## config.mk

```make
export PLATFORM = sky130hd
export DESIGN_NAME = axi_lite_status_regs
export DESIGN_NICKNAME = d
export VERILOG_FILES = /design/src/rtl/axi_lite_status_regs.sv
export SDC_FILE = /design/constraint.sdc
export NUM_CORES = 1
export LEC_CHECK = 0
export CAP_MARGIN = 20
export CORE_ASPECT_RATIO = 1.1
export CORE_UTILIZATION = 45
export DETAILED_ROUTE_END_ITERATION = 12
export PLACE_DENSITY = 0.7
export SLEW_MARGIN = 25
export SYNTH_ARGS = -nofsm -noshare
export SYNTH_HDL_FRONTEND = slang
export SYNTH_SLANG_ARGS = --single-unit
```

## constraint.sdc

```tcl
create_clock -name clock -period 6.07 [get_ports clock]
set_clock_uncertainty 0.1 [all_clocks]
set_input_delay 1.214 -clock clock [delete_from_list [all_inputs] [get_ports clock]]
set_output_delay 1.214 -clock clock [all_outputs]
set_load 0.05 [all_outputs]
```

## src/rtl/axi_lite_status_regs.sv

```systemverilog
// AXI4-Lite status register block: ID, version, scratch, control
// and a free-running 64-bit cycle counter with a latched high word.
module axi_lite_status_regs #(
    parameter logic [31:0] ID_VALUE = 32'hC0DE_0001,
    parameter logic [31:0] VERSION  = 32'h0001_0000,
    parameter int          ADDR_W   = 12
) (
    input  logic              clock,
    input  logic              reset,
    input  logic [ADDR_W-1:0] s_axi_awaddr,
    input  logic              s_axi_awvalid,
    output logic              s_axi_awready,
    input  logic [31:0]       s_axi_wdata,
    input  logic [3:0]        s_axi_wstrb,
    input  logic              s_axi_wvalid,
    output logic              s_axi_wready,
    output logic [1:0]        s_axi_bresp,
    output logic              s_axi_bvalid,
    input  logic              s_axi_bready,
    input  logic [ADDR_W-1:0] s_axi_araddr,
    input  logic              s_axi_arvalid,
    output logic              s_axi_arready,
    output logic [31:0]       s_axi_rdata,
    output logic [1:0]        s_axi_rresp,
    output logic              s_axi_rvalid,
    input  logic              s_axi_rready
);

    localparam logic [ADDR_W-1:0] OFF_ID   = ADDR_W'('h000);
    localparam logic [ADDR_W-1:0] OFF_VER  = ADDR_W'('h004);
    localparam logic [ADDR_W-1:0] OFF_SCR  = ADDR_W'('h008);
    localparam logic [ADDR_W-1:0] OFF_LO   = ADDR_W'('h00C);
    localparam logic [ADDR_W-1:0] OFF_HI   = ADDR_W'('h010);
    localparam logic [ADDR_W-1:0] OFF_CTRL = ADDR_W'('h014);
    localparam logic [ADDR_W-1:0] WORD_MSK = ~ADDR_W'(3);
    localparam logic [1:0]        OKAY     = 2'b00;
    localparam logic [1:0]        SLVERR   = 2'b10;

    typedef enum logic {R_IDLE, R_RESP} r_state_t;
    typedef enum logic {W_IDLE, W_RESP} w_state_t;

    r_state_t          r_state;
    w_state_t          w_state;
    logic [31:0]       scratch;
    logic              ctrl_en;
    logic [63:0]       cnt;
    logic [31:0]       hi_shadow;
    logic              aw_held;
    logic              w_held;
    logic [ADDR_W-1:0] awaddr_q;
    logic [31:0]       wdata_q;
    logic [3:0]        wstrb_q;
    logic [ADDR_W-1:0] ar_off;
    logic [ADDR_W-1:0] aw_off;
    logic [31:0]       rd_data;
    logic              rd_err;
    logic              wr_err;
    logic              wr_fire;

    assign ar_off  = s_axi_araddr & WORD_MSK;
    assign aw_off  = awaddr_q & WORD_MSK;
    assign wr_fire = (w_state == W_IDLE) && aw_held && w_held;

    always_comb begin
        rd_data = '0;
        rd_err  = 1'b0;
        case (ar_off)
            OFF_ID:   rd_data = ID_VALUE;
            OFF_VER:  rd_data = VERSION;
            OFF_SCR:  rd_data = scratch;
            OFF_LO:   rd_data = cnt[31:0];
            OFF_HI:   rd_data = hi_shadow;
            OFF_CTRL: rd_data = {31'b0, ctrl_en};
            default:  rd_err  = 1'b1;
        endcase
    end

    always_comb begin
        wr_err = 1'b0;
        case (aw_off)
            OFF_ID, OFF_VER, OFF_SCR,
            OFF_LO, OFF_HI, OFF_CTRL: wr_err = 1'b0;
            default:                  wr_err = 1'b1;
        endcase
    end

    // Read channel; a CNT_LO read snapshots the high word for CNT_HI.
    always_ff @(posedge clock) begin
        if (reset) begin
            r_state       <= R_IDLE;
            s_axi_arready <= 1'b0;
            s_axi_rvalid  <= 1'b0;
            s_axi_rdata   <= '0;
            s_axi_rresp   <= OKAY;
            hi_shadow     <= '0;
        end else begin
            case (r_state)
                R_IDLE: begin
                    s_axi_arready <= 1'b1;
                    if (s_axi_arvalid && s_axi_arready) begin
                        s_axi_rdata   <= rd_data;
                        s_axi_rresp   <= rd_err ? SLVERR : OKAY;
                        s_axi_rvalid  <= 1'b1;
                        s_axi_arready <= 1'b0;
                        r_state       <= R_RESP;
                        if (ar_off == OFF_LO)
                            hi_shadow <= cnt[63:32];
                    end
                end
                R_RESP: begin
                    if (s_axi_rready) begin
                        s_axi_rvalid  <= 1'b0;
                        s_axi_arready <= 1'b1;
                        r_state       <= R_IDLE;
                    end
                end
                default: r_state <= R_IDLE;
            endcase
        end
    end

    // Write channel; AW and W are captured independently in any order.
    always_ff @(posedge clock) begin
        if (reset) begin
            w_state       <= W_IDLE;
            s_axi_awready <= 1'b0;
            s_axi_wready  <= 1'b0;
            s_axi_bvalid  <= 1'b0;
            s_axi_bresp   <= OKAY;
            aw_held       <= 1'b0;
            w_held        <= 1'b0;
            awaddr_q      <= '0;
            wdata_q       <= '0;
            wstrb_q       <= '0;
        end else begin
            case (w_state)
                W_IDLE: begin
                    if (wr_fire) begin
                        s_axi_bvalid  <= 1'b1;
                        s_axi_bresp   <= wr_err ? SLVERR : OKAY;
                        s_axi_awready <= 1'b0;
                        s_axi_wready  <= 1'b0;
                        w_state       <= W_RESP;
                    end else begin
                        s_axi_awready <= !aw_held &&
                            !(s_axi_awvalid && s_axi_awready);
                        s_axi_wready  <= !w_held &&
                            !(s_axi_wvalid && s_axi_wready);
                        if (s_axi_awvalid && s_axi_awready) begin
                            aw_held  <= 1'b1;
                            awaddr_q <= s_axi_awaddr;
                        end
                        if (s_axi_wvalid && s_axi_wready) begin
                            w_held  <= 1'b1;
                            wdata_q <= s_axi_wdata;
                            wstrb_q <= s_axi_wstrb;
                        end
                    end
                end
                W_RESP: begin
                    if (s_axi_bready) begin
                        s_axi_bvalid  <= 1'b0;
                        aw_held       <= 1'b0;
                        w_held        <= 1'b0;
                        s_axi_awready <= 1'b1;
                        s_axi_wready  <= 1'b1;
                        w_state       <= W_IDLE;
                    end
                end
                default: w_state <= W_IDLE;
            endcase
        end
    end

    // Register file and counter; a clear request beats the increment.
    always_ff @(posedge clock) begin
        if (reset) begin
            scratch <= '0;
            ctrl_en <= 1'b1;
            cnt     <= '0;
        end else begin
            if (ctrl_en)
                cnt <= cnt + 64'd1;
            if (wr_fire) begin
                case (aw_off)
                    OFF_SCR: begin
                        for (int i = 0; i < 4; i++)
                            if (wstrb_q[i])
                                scratch[8*i +: 8] <= wdata_q[8*i +: 8];
                    end
                    OFF_CTRL: begin
                        if (wstrb_q[0]) begin
                            ctrl_en <= wdata_q[0];
                            if (wdata_q[1])
                                cnt <= '0;
                        end
                    end
                    default: ;
                endcase
            end
        end
    end

endmodule

```

== After elaboration in Yosys (flattened, before gate mapping) ==
Cells that the tools add are included.
Storage, ports and cells
  output and inout bits: 41
  input bits: 67
  word-level logic and storage cells: 106
  bits in registers: 222
Cells by class
  mux-type cells: 34
  equal/unequal tests: 17
  reduce and logical (&&, ||, !) cells: 29
  bitwise gates (word level): 3
  add/sub/neg operators: 1
Operators by type and width (number)
  64-bit 2-to-1 mux: 5
  32-bit one-hot mux with 6 select lines: 1
  64-bit by 1-bit adder with 64-bit output (second input constant): 1
  10-bit by 2-bit equality test with 1-bit output (second input constant): 4
  10-bit by 3-bit equality test with 1-bit output (second input constant): 4
  3-bit AND reduction: 10
  12-bit zero test: 2
  10-bit by 1-bit equality test with 1-bit output (second input constant): 2
  1-bit one-hot mux with 2 select lines: 9
  1-bit 2-to-1 mux: 17
  6-bit OR reduction: 2
  2-bit != test (second input constant): 5
  2-bit AND reduction: 4
  1-bit logical AND: 7
  1-bit zero test: 4
  2-bit 2-to-1 mux: 2
  2-bit by 1-bit != test with 1-bit output (second input constant): 2
  1-bit inverter: 3

== Depth between registers and ports, before layout ==
  word-level depth: 6
  mapped depth: 8
  mapped depth without buffers: 6

== Worst setup path after synthesis ==
No wires, ideal clock.
  path type: input-to-reg
  start: input s_axi_araddr[10]
  end: register hi_shadow[2]
  path slack: 2680 ps
  setup time: 132 ps
  data arrival time: 3158 ps
  cell stages on the path: 8
  cell sequence: or4_1 > or4b_1 > clkbuf_1 > or3_1 > clkbuf_1 > clkbuf_1 > nand2_1 > a21oi_1
Between the ends
  cells in the longest elaborated chain, start to end: 2
RTL lines
  start: declaration: line 20  | input logic [ADDR_W-1:0] s_axi_araddr,
  10-bit by 2-bit equality test with 1-bit output: line 106  | if (ar_off == OFF_LO)
  3-bit AND reduction (no source line)
  end signal: assignment: line 107  | hi_shadow <= cnt[63:32];
  end: declaration: line 47  | logic [31:0] hi_shadow;
Every way passes these cells.
A chain may end at the register's enable or synchronous reset.

== Worst setup path in the final report ==
  start: input s_axi_araddr[10]
  end: register hi_shadow[15]
Same word-level chain as after synthesis.

==> results.md <==
- GPL Wtd Cong: approximately 0.78
- FF-to-FF path depth: 7
- Initial drt markers: between 500 and 600
- Fin cells: around 1400
- Setup violators final: 0
- Critical path type: in -> reg
- P per Cell Area: a little under 300 nW/µm²
- Setup Buffers After CTS: 0
- H-tree depth: 1
- Drt pass-1 iters: 5
- Crit end category: flip-flop
- Syn Area/Cell: ~8.5 µm²
- Peak VDD IR: 0.194 mV
- Max Root-Sink Buffers: 3
- Via-per-instance ratio: around 5.5
- Syn Std Cell Area: between 9000 and 10000 µm²
- Post-route ant nets: 0
- #FFs+latches synth: 218
- TritonCTS Buffers: 23
- Post-synth EDFFs: 0
- Worst r2r dst: cnt[60]
- Routed WL: about 22000 µm
- Layout Nets: around 1200
- N_diodes: 0
- Maxcap violations: 0
- Num Clock Sinks: approximately 220
- Post-synthesis cell count: 1080
- Hold Path Origin: wdata_q[22]
- Cts repair resizes: 0
- Yosys cell types: around 50
- Initial antenna violation count: 0
- Max Clk Rate: 0.243 GHz
- Reg2reg start: cnt[0]
- DPL Wire Length: roughly 15000 µm
- Total number of vias: slightly below 8000
- Syn-to-layout area delta: 21.7%
- Io pins: 108
- FFs w/ async S/R, synth: 0%
- Routed WL per cell: between 15 and 20 µm
- Top FF cell, synth: dfxtp_1
- Hold WS: about 0.35 ns
- Worst hold stages: 2
- GR Util All Layers: 21.8%
- Unrepaired setup endpoints after global routing: no
- Clock transition at the registers of the reported paths: ~0.06 ns
- Clock root cell: clkbuf_16
- Slew Viols, Final: 0
- Worst Path Max Fanout: 32
- Status: finished, final reports clean
- Vias in the first global route: between 7000 and 8000
- Port Buf Inserts: 101
- Global-route wire length before repair: between 30000 and 40000 µm
- Final min period: between 4 and 5 ns
- Pleak: about 4.0 nW
- Max-slew headroom: roughly 45%
- Fin. Hold Viols: 0
- Worst-Skew Late Latency: between 0.5 and 0.6 ns
- Post-synthesis sequential area ratio: 47.8%
- TritonCTS clock tree: yes
- Largest net degree at the start of global routing: 77
- CP Data Arrival Time: roughly 4.4 ns
- Hold WC Path Type: reg -> reg
- CP Launch Type: input port
- Slew @ Worst Pin: 0.826 ns
- Placed Cells: roughly 1400
- Placeable Area: about 20000 µm²
- DRC viols: 0
- # rows: 54
- CTS Hold Bufs: 0
- Hold Path Sink: wdata_q[22]
- Yosys Warn Count: 0
- Die W: around 140 µm
- Worst EP required: roughly 6.3 ns
- R2R Setup Slk: 3.20 ns
- Fin crit share: between 60% and 70%
- Die Ht: 151 µm
- Die area: 20900 µm²
- Initial Utilization: 46.0%
- Total grt overflow: 0
- Post-route setup TNS: 0 ns
- Layout cells sized above 1: under 10%
[worst max path at each step]
stage | start | endpoint | cells after the start
after floorplan | s_axi_araddr[10] | hi_shadow[2] | 8
after global placement | s_axi_araddr[10] | hi_shadow[13] | 6
after detailed placement | s_axi_araddr[10] | hi_shadow[7] | 6
after CTS | s_axi_araddr[10] | hi_shadow[31] | 6
after global routing | s_axi_araddr[10] | hi_shadow[21] | 6
final | s_axi_araddr[10] | hi_shadow[15] | 6
[power by group]
group          internal, mW  switching [mW]  total (mW)
clock network          1.00           0.569        1.57
logic                0.0741          0.0947       0.169
registers              1.45          0.0152        1.47
total                  2.53           0.679        3.21
[per-stage QoR]
stage	instance area, µm²	utilization [%]	total power, mW	worst slack [ns]
after global placement	10200	51.5	1.67	1.37
after detailed placement	10200	51.6	1.67	1.45
final	11100	55.9	3.21	1.95
after global routing	11100	55.9	3.31	1.88
after CTS	11100	55.9	3.23	1.98
after floorplan	9130	-	1.60	2.68
[area by class of cell]
type                    instances  area, µm²
clock buffers                  30        642
inverters                      17       63.8
repair buffers                111       1080
multi-input cells             772       4420
clock inverters                12        218
fillers                      1838       8760
flip-flops and latches        218       4360
well taps                     252        315
[critical path, stage by stage]
cell and delay (ns):
clkdlybuf4s50_1 0.41, or4_1 0.65, or4b_1 0.95, or3_2 0.88
nand2_1 0.18, a21oi_1 0.08
[cell usage after synthesis (3+ instances only)]
master / instances / area share, %
inv_1: 17 / 0.70
and3_1: 8 / 0.55
mux2i_1: 66 / 7.2
nor2b_1: 11 / 0.75
nand3_1: 13 / 0.71
nor4_1: 16 / 1.1
a21oi_1: 96 / 5.3
nand4_1: 24 / 1.6
a22o_1: 32 / 3.1
nor2_1: 115 / 4.7
nand2_1: 198 / 8.1
or4_1: 10 / 0.82
dfxtp_1: 218 / 48
buf_4: 4 / 0.33
buf_1: 3 / 0.12
buf_2: 6 / 0.33
nor3_1: 15 / 0.82
and4_1: 7 / 0.67
o21ai_0: 40 / 2.2
or4_4: 3 / 0.37
xor2_1: 11 / 1.1
or3_1: 22 / 1.5
or2_2: 4 / 0.27
o22ai_1: 9 / 0.62
a22oi_1: 8 / 0.66
xnor2_1: 32 / 3.1
o31ai_1: 3 / 0.25
nand2b_1: 4 / 0.27
clkbuf_1: 59 / 2.4
[logic make-up after synthesis]
family / Yosys count / synth area share, %
xor+xnor: 43 / 4.12
simple gates: 461 / 23.4
buf+inv: 91 / 4.15
compound gates: 199 / 13.1
mux: 66 / 7.24
fa+ha+maj: 1 / 0.137
other cells: 1 / 0.0411
flops: 218 / 47.8
[cells in the final DEF (no fill, tap or decap), drive strengths merged, types with 3 or more instances in the layout]
master,n
o31ai,3
bufinv,6
nand2,198
and3,8
or3,22
a22oi,8
or2,4
nor2b,11
clkinv,5
nand3,13
a211oi,3
o21ai,40
a21oi,96
and4,7
nor2,115
nor3,15
nand4,25
nand2b,4
mux2i,66
o22ai,9
a22o,32
nor4,16
buf,11
clkdlybuf4s50,100
xnor2,32
clkbuf,30
xor2,11
or4,13
dfxtp,218
inv,18
[sequential cells by signal (all words and copies together), names as in the netlist]
register	flops
cnt	64
hi_shadow	32
s_axi_rdata	32
scratch	32
wdata_q	32
awaddr_q	10
wstrb_q	4
aw_held	1
ctrl_en	1
r_state	1
s_axi_arready	1
s_axi_awready	1
s_axi_bresp	1
s_axi_bvalid	1
s_axi_rresp	1
s_axi_rvalid	1
s_axi_wready	1
w_held	1
w_state	1
[layer usage]
layer | track usage, % | routed length [µm]
met5 | 0 | 0
met4 | 8.32 | 643
met3 | 3.05 | 1160
met2 | 34.0 | 10100
met1 | 30.4 | 10200
Note: power is estimated with default switching activity, not from simulation.
==> patch: new RTL, same flow settings <==
Reset style: asynchronous (`reset`), changed in 3 clocked blocks.
--- a/src/rtl/axi_lite_status_regs.sv
+++ b/src/rtl/axi_lite_status_regs.sv
@@ -85,7 +85,7 @@
     end
 
     // Read channel; a CNT_LO read snapshots the high word for CNT_HI.
-    always_ff @(posedge clock) begin
+    always_ff @(posedge clock or posedge reset) begin
         if (reset) begin
             r_state       <= R_IDLE;
             s_axi_arready <= 1'b0;
@@ -120,7 +120,7 @@
     end
 
     // Write channel; AW and W are captured independently in any order.
-    always_ff @(posedge clock) begin
+    always_ff @(posedge clock or posedge reset) begin
         if (reset) begin
             w_state       <= W_IDLE;
             s_axi_awready <= 1'b0;
@@ -173,7 +173,7 @@
     end
 
     // Register file and counter; a clear request beats the increment.
-    always_ff @(posedge clock) begin
+    always_ff @(posedge clock or posedge reset) begin
         if (reset) begin
             scratch <= '0;
             ctrl_en <= 1'b1;
Behaviour: differs if reset is asserted again (counterexample within 4 cycles, from zero or initial values and one cycle with reset high); with reset held inactive, the same outputs for 4 cycles.
==> patch against the unedited design <==
Sequential cell count is the same. Fmax grew 25%. Non-clock buffer count shrank 2. Cell area grew 5.3%. Sequential share of layout area grew 7.4 points. Hold slack gained 26 ps. Routed wire length is essentially flat. Synthesized area grew 5.5%. Setup slack gained 820 ps. Utilization grew 0.37 points. Final cell count shrank 13%.
Power is not compared: it rests on default switching activity, and its combinational part moved more than twofold at a synthesized area within 25%.
==> patch: results (changes against the unedited design) <==
Status: completed
Post-synthesis compound-gate area fraction: 10.4% (-2.7 points)
Leak Pwr: 5.02 nW
GPL Wtd Cong: 0.834 (+6.8%)
Comb power: 529 uW
Input/output buffers: 101 (unchanged)
DR iter-0 viols: 420 (-27%)
Synth area leaders: dfrtp_1 (56%), mux2_2 (13%), a22oi_1 (4.7%)
FILL cells: 1744 (-5.1%)
Pint: 2.80 mW
Number of global-route vias before repair: 6974 (-2.1%)
Arr. time, crit path: 3610 ps (-770 ps)
Dpl cell area: 10900 sq um (+6.6%)
# diodes: 0 (unchanged)
Critical path fanouts, max: 22 (-31%)
Fraction of registers with async set/reset: 100% (+100 points)
Synth cell types: 51 (+4.1%)
Post-CTS Setup Inserts: 0 (unchanged)
Layout cells sized above 1: 18.8% (+13 points)
CTS root buf: clkbuf_16
Vias: 6936 (-10%)
Clk Latency, worst-skew pair: 500 ps
Main flop type after synthesis: dfrtp_1
Post-place setup slack: 2280 ps (+834 ps)
Final Net Count: 992 (-18%)
First-pass GRT wire length: 36.9 mm (+1.8%)
Post-Synth XOR/XNOR Area: 3.46% (-0.67 points)
Post-synthesis mux area share: 13.1% (+5.8 points)
Worst path slowest cell: nor2_2
Reg-to-reg startpoint: cnt[0]
Total track usage: 21.1% (-0.70 points)
DP Wirelength: 15.2 mm (+1.2%)
Post-synth top cells: dfrtp_1 (217), mux2_2 (111), nor2_1 (63)
Register area share after synthesis: 56.7% (+8.9 points)
Critical hold path startpoint: s_axi_rdata[16]
Worst Setup SP: s_axi_araddr[3]
Tightest Pin Transition: 959 ps (+133 ps)
Clk. pwr: 1.42 mW
Routed wire length: 22.1 mm (about the same)
Fraction of the mapped netlist area in adder cells: 0.130% (-0.0071 points)
Largest net degree at the start of global routing: 149 (+94%)
Max incr delay on CP: 760 ps (-190 ps)
patch: cell count changes in the layout (fill, tap and decap cells not counted), sizes merged, moves of 20 or more:
cell / delta
a22o: -32
dfxtp: -218
a21oi: -63
nand2: -162
dfrtp: +217
mux2: +111
nor2: -52
mux2i: -65
nand3: +20
a22oi: +52
patch: layout make-up:
type / count / area, sq um / area share [%]
clock inverters: 11 / 139 / 1.19
repair buffers: 109 / 1080 / 9.26
inverters: 15 / 60.1 / 0.513
flip-flops and latches: 218 / 5460 / 46.6
clock buffers: 29 / 628 / 5.37
well taps: 285 / 357 / 3.05
multi-input cells: 557 / 3980 / 34.0
patch: worst max-delay path, delay by kind of cell:
family / cells / cell delay, ps
compound gates: 2 / 390
buf+inv: 1 / 540
simple gates: 3 / 1450
patch: per-layer routing:
metal | up-vias | global-route usage (%) | wire, um
li1 | 3222 | - | -
met5 | - | 0 | 0
met4 | 0 | 5.58 | 433
met1 | 3502 | 30.2 | 10300
met3 | 34 | 2.52 | 1010
met2 | 178 | 34.1 | 10400
patch: through the flow:
stage | power [mW] | cells
2_1_floorplan | 2.17 | 831
3_3_place_gp | 2.33 | 1184
3_5_place_dp | 2.35 | 1184
4_1_cts | 3.78 | 1224
5_1_grt | 3.92 | 1224
6_report | 3.74 | 1224
patch: path summary, 6_finish.rpt:
path | slack, ps | end | depth (start not counted)
min reg2reg | 380 | s_axi_rdata[16] | 2
min in group asynchronous | 1120 | wdata_q[22] | 3
max | 2770 | s_axi_rdata[6] | 6
max reg2reg | 3240 | cnt[56] | 6
max in group asynchronous | 3980 | cnt[43] | 3
min | 380 | s_axi_rdata[16] | 2
